`src/rtl/calc_pkg.sv`:
```
`default_nettype none
// ============================================================================
// Module : calc_pkg
// Brief  : Opcodes, error codes, FSM encoding and the power-of-ten helper
//          shared by the calculator arithmetic engine.
// Rev    : 1.0 - initial release
// ============================================================================
package calc_pkg;

    localparam logic [1:0] OP_ADD = 2'b00;
    localparam logic [1:0] OP_SUB = 2'b01;
    localparam logic [1:0] OP_MUL = 2'b10;
    localparam logic [1:0] OP_DIV = 2'b11;

    localparam logic [1:0] ERR_NONE = 2'b00;
    localparam logic [1:0] ERR_OVF  = 2'b01;
    localparam logic [1:0] ERR_DIV0 = 2'b10;

    // Wide enough for any WIDTH+1 limit the engine is built with; callers slice it.
    localparam int POW_W = 128;

    typedef enum logic [1:0] {
        ST_IDLE  = 2'd0,
        ST_EXEC  = 2'd1,
        ST_ITER  = 2'd2,
        ST_CHECK = 2'd3
    } state_t;

    function automatic logic [POW_W-1:0] pow10(input int n);
        logic [POW_W-1:0] r;
        r = POW_W'(1);
        for (int i = 0; i < n; i++) begin
            r = r * POW_W'(10);
        end
        return r;
    endfunction

endpackage
`default_nettype wire

```
`src/rtl/calc_iter_muldiv.sv`:
```
`default_nettype none
// ============================================================================
// Module : calc_iter_muldiv
// Brief  : Shared one-bit-per-clock shift-add multiplier / restoring divider.
// Rev    : 1.0 - initial release
// ============================================================================
module calc_iter_muldiv #(
    parameter int WIDTH = 40
) (
    input  logic             i_clk,
    input  logic             i_reset_n,
    input  logic             i_clr,
    input  logic             i_start,
    input  logic             i_div,
    input  logic [WIDTH-1:0] i_a,
    input  logic [WIDTH-1:0] i_b,
    output logic             o_done,
    output logic [WIDTH-1:0] o_hi,
    output logic [WIDTH-1:0] o_lo
);

    localparam int               CNT_W = $clog2(WIDTH + 1);
    localparam logic [CNT_W-1:0] LAST  = CNT_W'(WIDTH - 1);

    logic             busy_q;
    logic             div_q;
    logic [CNT_W-1:0] cnt_q;
    logic [WIDTH-1:0] acc_q;
    logic [WIDTH-1:0] lo_q;
    logic [WIDTH-1:0] b_q;

    logic [WIDTH:0]   w_add;
    logic [WIDTH:0]   w_shift;
    logic [WIDTH-1:0] w_diff;
    logic             w_ge;
    logic [WIDTH-1:0] w_acc_d;
    logic [WIDTH-1:0] w_lo_d;

    // MUL: {acc,lo} is the product, lo starts as multiplier. DIV: acc is the
    // partial remainder, lo shifts the dividend out and the quotient in.
    always_comb begin
        w_add   = {1'b0, acc_q} + (lo_q[0] ? {1'b0, b_q} : '0);
        w_shift = {acc_q, lo_q[WIDTH-1]};
        w_ge    = (w_shift >= {1'b0, b_q});
        w_diff  = w_shift[WIDTH-1:0] - b_q;
        w_acc_d = w_add[WIDTH:1];
        w_lo_d  = {w_add[0], lo_q[WIDTH-1:1]};
        if (div_q) begin
            w_acc_d = w_ge ? w_diff : w_shift[WIDTH-1:0];
            w_lo_d  = {lo_q[WIDTH-2:0], w_ge};
        end
    end

    always_ff @(posedge i_clk or negedge i_reset_n) begin
        if (!i_reset_n) begin
            busy_q <= 1'b0;
            div_q  <= 1'b0;
            cnt_q  <= '0;
            acc_q  <= '0;
            lo_q   <= '0;
            b_q    <= '0;
        end else if (i_clr) begin
            busy_q <= 1'b0;
            cnt_q  <= '0;
        end else if (i_start) begin
            busy_q <= 1'b1;
            div_q  <= i_div;
            cnt_q  <= '0;
            acc_q  <= '0;
            lo_q   <= i_a;
            b_q    <= i_b;
        end else if (busy_q) begin
            acc_q <= w_acc_d;
            lo_q  <= w_lo_d;
            cnt_q <= cnt_q + CNT_W'(1);
            if (cnt_q == LAST) begin
                busy_q <= 1'b0;
            end
        end
    end

    // High during the final step, so the result is complete at the next edge.
    assign o_done = busy_q && (cnt_q == LAST);
    assign o_hi   = acc_q;
    assign o_lo   = lo_q;

endmodule
`default_nettype wire

```
`src/rtl/calc_engine.sv`:
```
`default_nettype none
// ============================================================================
// Module : calc_engine
// Brief  : Multi-cycle signed-magnitude add/sub/mul/div with display-range check.
// Rev    : 1.0 - initial release
// ============================================================================
module calc_engine
    import calc_pkg::*;
#(
    parameter int WIDTH  = 40,
    parameter int DIGITS = 6
) (
    input  logic             i_clk,
    input  logic             i_reset_n,
    input  logic             i_start,
    input  logic             i_clr,
    input  logic [1:0]       i_op,
    input  logic [WIDTH-1:0] i_s1,
    input  logic             i_s1_sign,
    input  logic [WIDTH-1:0] i_s2,
    input  logic             i_s2_sign,
    output logic             o_busy,
    output logic             o_done,
    output logic [WIDTH-1:0] o_result,
    output logic             o_sign,
    output logic [WIDTH-1:0] o_rem,
    output logic             o_err,
    output logic [1:0]       o_err_code
);

    localparam logic [POW_W-1:0] POS_FULL = pow10(DIGITS) - POW_W'(1);
    localparam logic [POW_W-1:0] NEG_FULL = pow10(DIGITS - 1) - POW_W'(1);
    localparam logic [WIDTH:0]   POS_LIM  = POS_FULL[WIDTH:0];
    localparam logic [WIDTH:0]   NEG_LIM  = NEG_FULL[WIDTH:0];

    state_t           state_q, state_d;
    logic [1:0]       op_q;
    logic [WIDTH-1:0] a_q, b_q;
    logic             a_sign_q, b_sign_q;
    logic [WIDTH:0]   sum_q;
    logic             sum_sign_q;
    logic             iter_start_q;
    logic [WIDTH-1:0] result_q, rem_q;
    logic             sign_q, err_q, done_q;
    logic [1:0]       err_code_q;

    logic             w_accept;
    logic             w_iter_done;
    logic [WIDTH-1:0] w_hi, w_lo;
    logic             w_b_eff_sign;
    logic [WIDTH:0]   w_sum_d;
    logic             w_sum_sign_d;
    logic [WIDTH:0]   w_mag;
    logic [WIDTH-1:0] w_rem;
    logic             w_raw_sign;
    logic             w_sign;
    logic             w_hi_ovf;
    logic             w_ovf;
    logic             w_div0;

    assign w_accept = (state_q == ST_IDLE) && i_start && !err_q && !i_clr;

    calc_iter_muldiv #(
        .WIDTH (WIDTH)
    ) u_iter (
        .i_clk     (i_clk),
        .i_reset_n (i_reset_n),
        .i_clr     (i_clr),
        .i_start   (iter_start_q),
        .i_div     (op_q == OP_DIV),
        .i_a       (a_q),
        .i_b       (b_q),
        .o_done    (w_iter_done),
        .o_hi      (w_hi),
        .o_lo      (w_lo)
    );

    always_ff @(posedge i_clk or negedge i_reset_n) begin
        if (!i_reset_n) begin
            state_q <= ST_IDLE;
        end else begin
            state_q <= state_d;
        end
    end

    always_comb begin
        state_d = state_q;
        if (i_clr) begin
            state_d = ST_IDLE;
        end else begin
            case (state_q)
                ST_IDLE:  if (w_accept) state_d = i_op[1] ? ST_ITER : ST_EXEC;
                ST_EXEC:  state_d = ST_CHECK;
                ST_ITER:  if (w_iter_done) state_d = ST_CHECK;
                ST_CHECK: state_d = ST_IDLE;
                default:  state_d = ST_IDLE;
            endcase
        end
    end

    // SUB is ADD with the second operand's sign flipped.
    always_comb begin
        w_b_eff_sign = b_sign_q ^ (op_q == OP_SUB);
        w_sum_d      = {1'b0, a_q} + {1'b0, b_q};
        w_sum_sign_d = a_sign_q;
        if (a_sign_q != w_b_eff_sign) begin
            if (a_q >= b_q) begin
                w_sum_d      = {1'b0, a_q - b_q};
                w_sum_sign_d = a_sign_q;
            end else begin
                w_sum_d      = {1'b0, b_q - a_q};
                w_sum_sign_d = w_b_eff_sign;
            end
        end
    end

    always_ff @(posedge i_clk or negedge i_reset_n) begin
        if (!i_reset_n) begin
            op_q         <= OP_ADD;
            a_q          <= '0;
            b_q          <= '0;
            a_sign_q     <= 1'b0;
            b_sign_q     <= 1'b0;
            sum_q        <= '0;
            sum_sign_q   <= 1'b0;
            iter_start_q <= 1'b0;
        end else begin
            iter_start_q <= w_accept && i_op[1];
            if (w_accept) begin
                op_q     <= i_op;
                a_q      <= i_s1;
                b_q      <= i_s2;
                a_sign_q <= i_s1_sign;
                b_sign_q <= i_s2_sign;
            end
            if (state_q == ST_EXEC) begin
                sum_q      <= w_sum_d;
                sum_sign_q <= w_sum_sign_d;
            end
        end
    end

    // Range check: the limit depends on the sign after zero-forcing.
    always_comb begin
        w_mag      = sum_q;
        w_rem      = '0;
        w_raw_sign = sum_sign_q;
        w_hi_ovf   = 1'b0;
        case (op_q)
            OP_MUL: begin
                w_mag      = {1'b0, w_lo};
                w_raw_sign = a_sign_q ^ b_sign_q;
                w_hi_ovf   = |w_hi;
            end
            OP_DIV: begin
                w_mag      = {1'b0, w_lo};
                w_rem      = w_hi;
                w_raw_sign = a_sign_q ^ b_sign_q;
            end
            default: ;
        endcase
        w_sign = w_raw_sign && (w_mag != '0);
        w_ovf  = w_hi_ovf || (w_mag > (w_sign ? NEG_LIM : POS_LIM));
        w_div0 = (op_q == OP_DIV) && (b_q == '0);
    end

    always_ff @(posedge i_clk or negedge i_reset_n) begin
        if (!i_reset_n) begin
            result_q   <= '0;
            rem_q      <= '0;
            sign_q     <= 1'b0;
            err_q      <= 1'b0;
            err_code_q <= ERR_NONE;
            done_q     <= 1'b0;
        end else if (i_clr) begin
            result_q   <= '0;
            rem_q      <= '0;
            sign_q     <= 1'b0;
            err_q      <= 1'b0;
            err_code_q <= ERR_NONE;
            done_q     <= 1'b0;
        end else begin
            done_q <= 1'b0;
            if (state_q == ST_CHECK) begin
                done_q <= 1'b1;
                if (w_div0 || w_ovf) begin
                    result_q   <= '0;
                    rem_q      <= '0;
                    sign_q     <= 1'b0;
                    err_q      <= 1'b1;
                    err_code_q <= w_div0 ? ERR_DIV0 : ERR_OVF;
                end else begin
                    result_q <= w_mag[WIDTH-1:0];
                    rem_q    <= w_rem;
                    sign_q   <= w_sign;
                end
            end
        end
    end

    assign o_busy     = (state_q != ST_IDLE);
    assign o_done     = done_q;
    assign o_result   = result_q;
    assign o_sign     = sign_q;
    assign o_rem      = rem_q;
    assign o_err      = err_q;
    assign o_err_code = err_code_q;

endmodule
`default_nettype wire

```
`config.mk`:
```
export PLATFORM = sky130hd
export DESIGN_NAME = calc_engine
export DESIGN_NICKNAME = d
export VERILOG_FILES = /design/src/rtl/calc_pkg.sv /design/src/rtl/calc_iter_muldiv.sv /design/src/rtl/calc_engine.sv
export SDC_FILE = /design/constraint.sdc
export NUM_CORES = 1
export LEC_CHECK = 0
export BUFFER_PORTS_ARGS = -buffer_cell sky130_fd_sc_hd__buf_4
export CORE_MARGIN = 2
export CORE_UTILIZATION = 63
export DETAILED_ROUTE_END_ITERATION = 7
export PLACE_DENSITY_LB_ADDON = 0.3
export SYNTH_ARGS = -nofsm -noshare
export SYNTH_HDL_FRONTEND = slang
export SYNTH_SLANG_ARGS = --single-unit
```
`constraint.sdc`:
```
create_clock -name i_clk -period 6.4 [get_ports i_clk]
set_input_delay 0 -clock i_clk [delete_from_list [all_inputs] [get_ports i_clk]]
set_output_delay 0 -clock i_clk [all_outputs]
set_load 0.05 [all_outputs]
```
Word level (Yosys, flattened, before mapping)
Index checks and enable logic that the tools add are counted.
Word-level totals
  output and inout port bits: 86
  logic and storage cells: 115
  bits in registers: 342
Operators by class
  add/sub/neg operators: 6
  eq/ne operators: 10
  bitwise gates (word level): 3
  muxes and demuxes: 47
  reduce and logical (&&, ||, !) cells: 25
  magnitude comparators: 3
Operator list (number)
  40-bit two-way mux: 16
  40-bit subtractor: 3
  41-bit two-way mux: 2
  40-bit by 40-bit adder with 41-bit output: 1
  40-bit by 41-bit adder with 41-bit output: 1
  41-bit by 40-bit greater-or-equal comparator with 1-bit output: 1
  41-bit by 20-bit greater-than comparator with 1-bit output: 1
  41-bit nonzero test: 1
  40-bit greater-or-equal comparator: 1
  40-bit logical NOT: 1
  40-bit OR reduction: 1
  20-bit two-way mux: 1
  6-bit two-way mux: 3
  1-bit two-way mux: 16
  2-bit two-way mux: 8
  2-bit == test (second input constant): 4
  2-bit one-hot mux with 4 select lines: 1
  2-bit AND reduction: 4
  2-bit nonzero test: 4
  1-bit logical AND: 7
  6-bit by 1-bit adder with 6-bit output (second input constant): 1
  6-bit == test (second input constant): 1
  2-bit by 1-bit == test with 1-bit output (second input constant): 2
  3-bit by 2-bit inequality test with 1-bit output (second input constant): 1
  9 further kinds: 12

Longest topological paths before layout
  word-level depth: 12
  mapped depth: 20
  depth with buffers taken out: 17

Modules after synthesis
Synthesis repeated with hierarchy kept, for this count alone.
Unflattened totals
  cells, all modules: 3099
  area, all modules: 25811.0 µm²
By module, submodules not included
  calc_engine: instances 1, area each 15369.7 µm², cells an instance 1793, seq. area each 5355.1 µm²
  calc_iter_muldiv: instances 1, area each 10441.3 µm², cells an instance 1306, seq. area each 3203.1 µm²

Least setup slack after synthesis
No wires, ideal clock.
  kind: flip-flop to flip-flop
  start point: reg op_q[1]
  end point: reg rem_q[0] (netlist: o_rem[0])
  library setup time: 0.067 ns
  arrival: 4.389 ns
  required time: 6.333 ns
  path slack: 1.944 ns
  cell stages (with the launch flop): 21
  period minus slack after synthesis: 4.456 ns
  path through: dfrtp_1 -> buf_2 -> buf_1 -> clkbuf_1 -> mux2i_1 -> nand4_1 -> nor4_1 -> nand4_1 -> o211ai_1 -> inv_1 -> ha_1 -> a21boi_1 -> o31a_1 -> o311ai_1 -> a221o_1 -> nand3_1 -> a21oi_1 -> nand2_1 -> nor3_1 -> buf_2 -> a22o_1
Between the ends
  longest elaborated chain between the ends: 12
RTL lines
  from (decl): RTL line calc_engine.sv:37  | logic [1:0] op_q;
  from (signal assigned): RTL line calc_engine.sv:130  | op_q <= i_op;
  2-bit == test (on tied branches): RTL line calc_engine.sv:149, calc_engine.sv:164
  2-bit OR reduction (no line)
  41-bit two-way mux: RTL line calc_engine.sv:149  | case (op_q)
  41-bit nonzero test: RTL line calc_engine.sv:162  | w_sign = w_raw_sign && (w_mag != '0);
  1-bit logical AND: RTL line calc_engine.sv:162
  20-bit two-way mux: RTL line calc_engine.sv:163  | w_ovf = w_hi_ovf || (w_mag > (w_sign ? NEG_LIM : POS_LIM));
  41-bit by 20-bit greater-than comparator with 1-bit output: RTL line calc_engine.sv:163
  1-bit logical OR: RTL line calc_engine.sv:163
  1-bit logical OR: RTL line calc_engine.sv:186  | if (w_div0 || w_ovf) begin
  40-bit two-way mux *: RTL line calc_engine.sv:186
  40-bit two-way mux *: RTL line calc_engine.sv:184  | if (state_q == ST_CHECK) begin
  40-bit two-way mux *: RTL line calc_engine.sv:175  | end else if (i_clr) begin
  to (signal assigned): RTL line calc_engine.sv:194  | rem_q <= w_rem;
  to (decl): RTL line calc_engine.sv:43  | logic [WIDTH-1:0] result_q, rem_q;
Every way passes the cells marked *; elsewhere a longest branch is shown, timed or not. The select of a mux whose other input is x is not followed.
A chain may end at the register's enable or synchronous reset.

Worst setup path in the final report
  start point: reg op_q[1]
  end point: reg rem_q[39] (netlist: o_rem[39])
The elaborated chain is that of the path after synthesis.

==> results.yml <==
yosys:
  synth_area_per_cell_sq_um: 8.273
  syn-instance-count: 3150
  ys.flop_type: "dfrtp_1"
  postSynthNetCount: 3456
  yosysWarnings: 0
  yosysSeqAreaShare: 0.3284
  ys_async_sr_fraction: 1.000
  synth_top_cell_area_share: 0.3284
  synth.cell_area_sq_um: 26060
  synth_cell_type_count: 103
  synth_seq_cells: 342
  yosys.area.top_type: "dfrtp_1"
  synth_edf_count: 0
  yosys-top-cells-area: "dfrtp_1, ha_1, o21ai_0"
flow_run:
  drv_cap: 0
setup_path:
  worst_path_max_delay_cell: "dfrtp_2"
  crit_end: "o_rem[39]$_DFFE_PN0P_"
  crit_required_ns: 6.92
  startpoint_type: "flip-flop"
  path_delay_family: "simple AND/OR/NAND/NOR gates"
  crit_start: "op_q[1]$_DFFE_PN0P_"
  cp_cell_sequence: "buf_4 -> nor3_1 -> a21oi_1 -> or3_1 -> nor4_1 -> nand4_1 -> o211ai_1 -> inv_1 -> ha_1 -> a21boi_1 -> o31a_1 -> o311ai_1 -> a221o_1 -> nand3_1 -> a21oi_1 -> nand2_1 -> nor3_2 -> buf_4 -> a22o_1"
  reg2reg_slack_ns: 0.93
  critPathArrivalTime_ns: 5.99
  r2r_cells: 19
  worstPathMaxFanout: 40
  critPathKind: "flip-flop to flip-flop"
  crit_cells: 19
  r2r-end: "o_rem[39]$_DFFE_PN0P_"
  critPathCaptureType: "flip-flop"
  slowest_delay_ns: 0.58
  path_buf_inv: 3
  r2r-start: "op_q[1]$_DFFE_PN0P_"
sta:
  slew_headroom: 0.2329
  finalCritPeriodShare: 0.8540
  worst_pin_slew_ns: 1.146
  fin_crit_ns: 5.466
  setup_violations: 0
  clock-skew-final_ns: 0.02757
  rsz0062_at_grt: "false"
  drv_slew: 0
  fmax_mhz: 183.0
  finalSetupTns_ns: 0
  hold_viol: 0
route:
  wl_um: 92250
  dr.pass1.iters: 6
  vias: 25665
  via_per_inst: 6.635
  drcViolationCount: 0
  wl_per_cell_um: 23.85
  antenna_left: 0
  drt-initial-drc-count: 3086
finish:
  regArea_sq_um: 8564
  drive_above_1_share: 0.1076
  multi_input_area_sq_um: 16080
  final_cell_mix: "nand2_1, dfrtp_1, o21ai_0"
  nets: 3610
  mostFrequentLayoutCell: "nand2_1"
  syn2layout_area_growth_pct: 14.39
  fillCellCount: 3063
cts:
  cts_resized: 0
  cts_tree: "built"
  holdBufCountCts: 87
  clockRootBuffer: "clkbuf_16"
  insertion_delay_ns: 0.60
  path_clk_slew_ns: 0.06
  numCtsBuffers: 41
  postCtsSetupBuffers: 0
  htree_num_levels: 2
  clock_path_buffers: 3
  clock_sinks: 342
min_path:
  min_path_type: "input pin to async pin"
floorplan:
  die_h_um: 207.4
  start_util: 0.6382
  ios: 174
  dieArea_sq_um: 43010
  rows: 74
  core_area_sq_um: 40830
  dieWidth_um: 207.4
global_route:
  grt_pass1_wl_um: 142600
  grt_antenna_before_repair: 1
  track_usage: 0.4180
  grt_pass1_vias: 24997
  grt_max_degree: 163
  grt_overflow: 0
placement:
  place.gp.congestion: 1.019
  dpl.hpwl_um: 67140
  port_buffers: 173
outcome:
  status: "finished clean"
-- state kept, by name (all words and copies together) (netlist names), 6 cells and up --
signal,flops
b_q,40
u_iter.o_lo,40
o_rem,40
u_iter.o_hi,40
u_iter.cnt_q,6
o_result,40
sum_q,41
a_q,40
u_iter.b_q,40
-- final cells by class --
class                      count  area share
multi-input combinational   2441      0.5393
timing repair buffer         282     0.07899
clock inverter                21    0.008730
inverter                     196     0.02468
antenna                        1  0.00008395
clock buffer                  53     0.03861
tap                          532     0.02233
sequential                   342      0.2873
-- kinds of logic (layout without fill, tap and decap cells) --
family / count (synthesis) / count (layout) / share of synthesized area
flip-flops: 342 / 342 / 0.3284
AO/OA/AOI/OAI: 1035 / 1035 / 0.2522
buffers and inverters: 367 / 552 / 0.05656
other: 0 / 1 / 0
AND/OR/NAND/NOR: 962 / 962 / 0.1734
multiplexers: 114 / 114 / 0.04571
adder cells (fa/ha/maj): 218 / 218 / 0.1061
XOR/XNOR: 112 / 112 / 0.03764
-- worst min-delay path by stage --
stage,cells past startpoint,to,slack (ns),start
after floorplan,0,a_q[0]$_DFFE_PN0P_,-0.30,i_reset_n
after global placement,1,o_result[28]$_DFFE_PN0P_,0.13,i_reset_n
after detailed placement,1,o_result[26]$_DFFE_PN0P_,0.14,i_reset_n
after CTS,2,o_result[34]$_DFFE_PN0P_,0.11,i_reset_n
after global routing,4,b_q[31]$_DFFE_PN0P_,0.17,i_s2[31]
final,2,o_result[28]$_DFFE_PN0P_,0.10,i_reset_n
-- Yosys cell counts, drive strengths merged, types with 13 or more instances --
master,instances
a21o,60
o21ai,323
a211o,13
and2,72
nand2b,20
o21a,16
a31oi,32
nor3,34
nor2,213
mux2,37
a22o,44
a211oi,30
ha,213
nand4,52
inv,196
xnor2,76
o21bai,38
nand3,57
dfrtp,342
buf,53
nand2,381
nor2b,28
a21oi,293
o31ai,44
o211ai,34
nor4,42
mux2i,77
and3,20
clkbuf,118
xor2,36
-- worst reg2reg max path: stages, from the launching register on --
cell and delay [ns]:
dfrtp_2 0.58, buf_4 0.32, nor3_1 0.22, a21oi_1 0.06, or3_1 0.38, nor4_1 0.30
nand4_1 0.13, o211ai_1 0.26, inv_1 0.22, ha_1 0.32, a21boi_1 0.14, o31a_1 0.28
o311ai_1 0.23, a221o_1 0.18, nand3_1 0.08, a21oi_1 0.20, nand2_1 0.53, nor3_2 0.32
buf_4 0.43, a22o_1 0.23
-- metrics by stage --
stage               instance area (sq um)  hold WS (ns)  setup slack, ns    util  instances
finish                              29810        0.1044           0.9342  0.7301       3868
global route                        29810        0.1732           0.5295  0.7300       3867
CTS                                 29810        0.1082            1.014  0.7300       3867
detailed placement                  27530        0.1377            1.102  0.6741       3706
global placement                    27530        0.1267            1.188  0.6741       3706
floorplan                           26060       -0.2956            1.944       -       3150
-- routing by layer --
layer,global-route usage,vias up,share of wire,wire [um]
li1,-,11563,-,-
met1,0.5547,12272,0.39,36410
met2,0.6438,1522,0.45,41120
met3,0.08820,308,0.10,9293
met4,0.2224,0,0.059,5419
met5,0,-,0,0
Power is not shown: default switching activity piles up to over one toggle a cycle in this logic, so the estimate is an artifact.
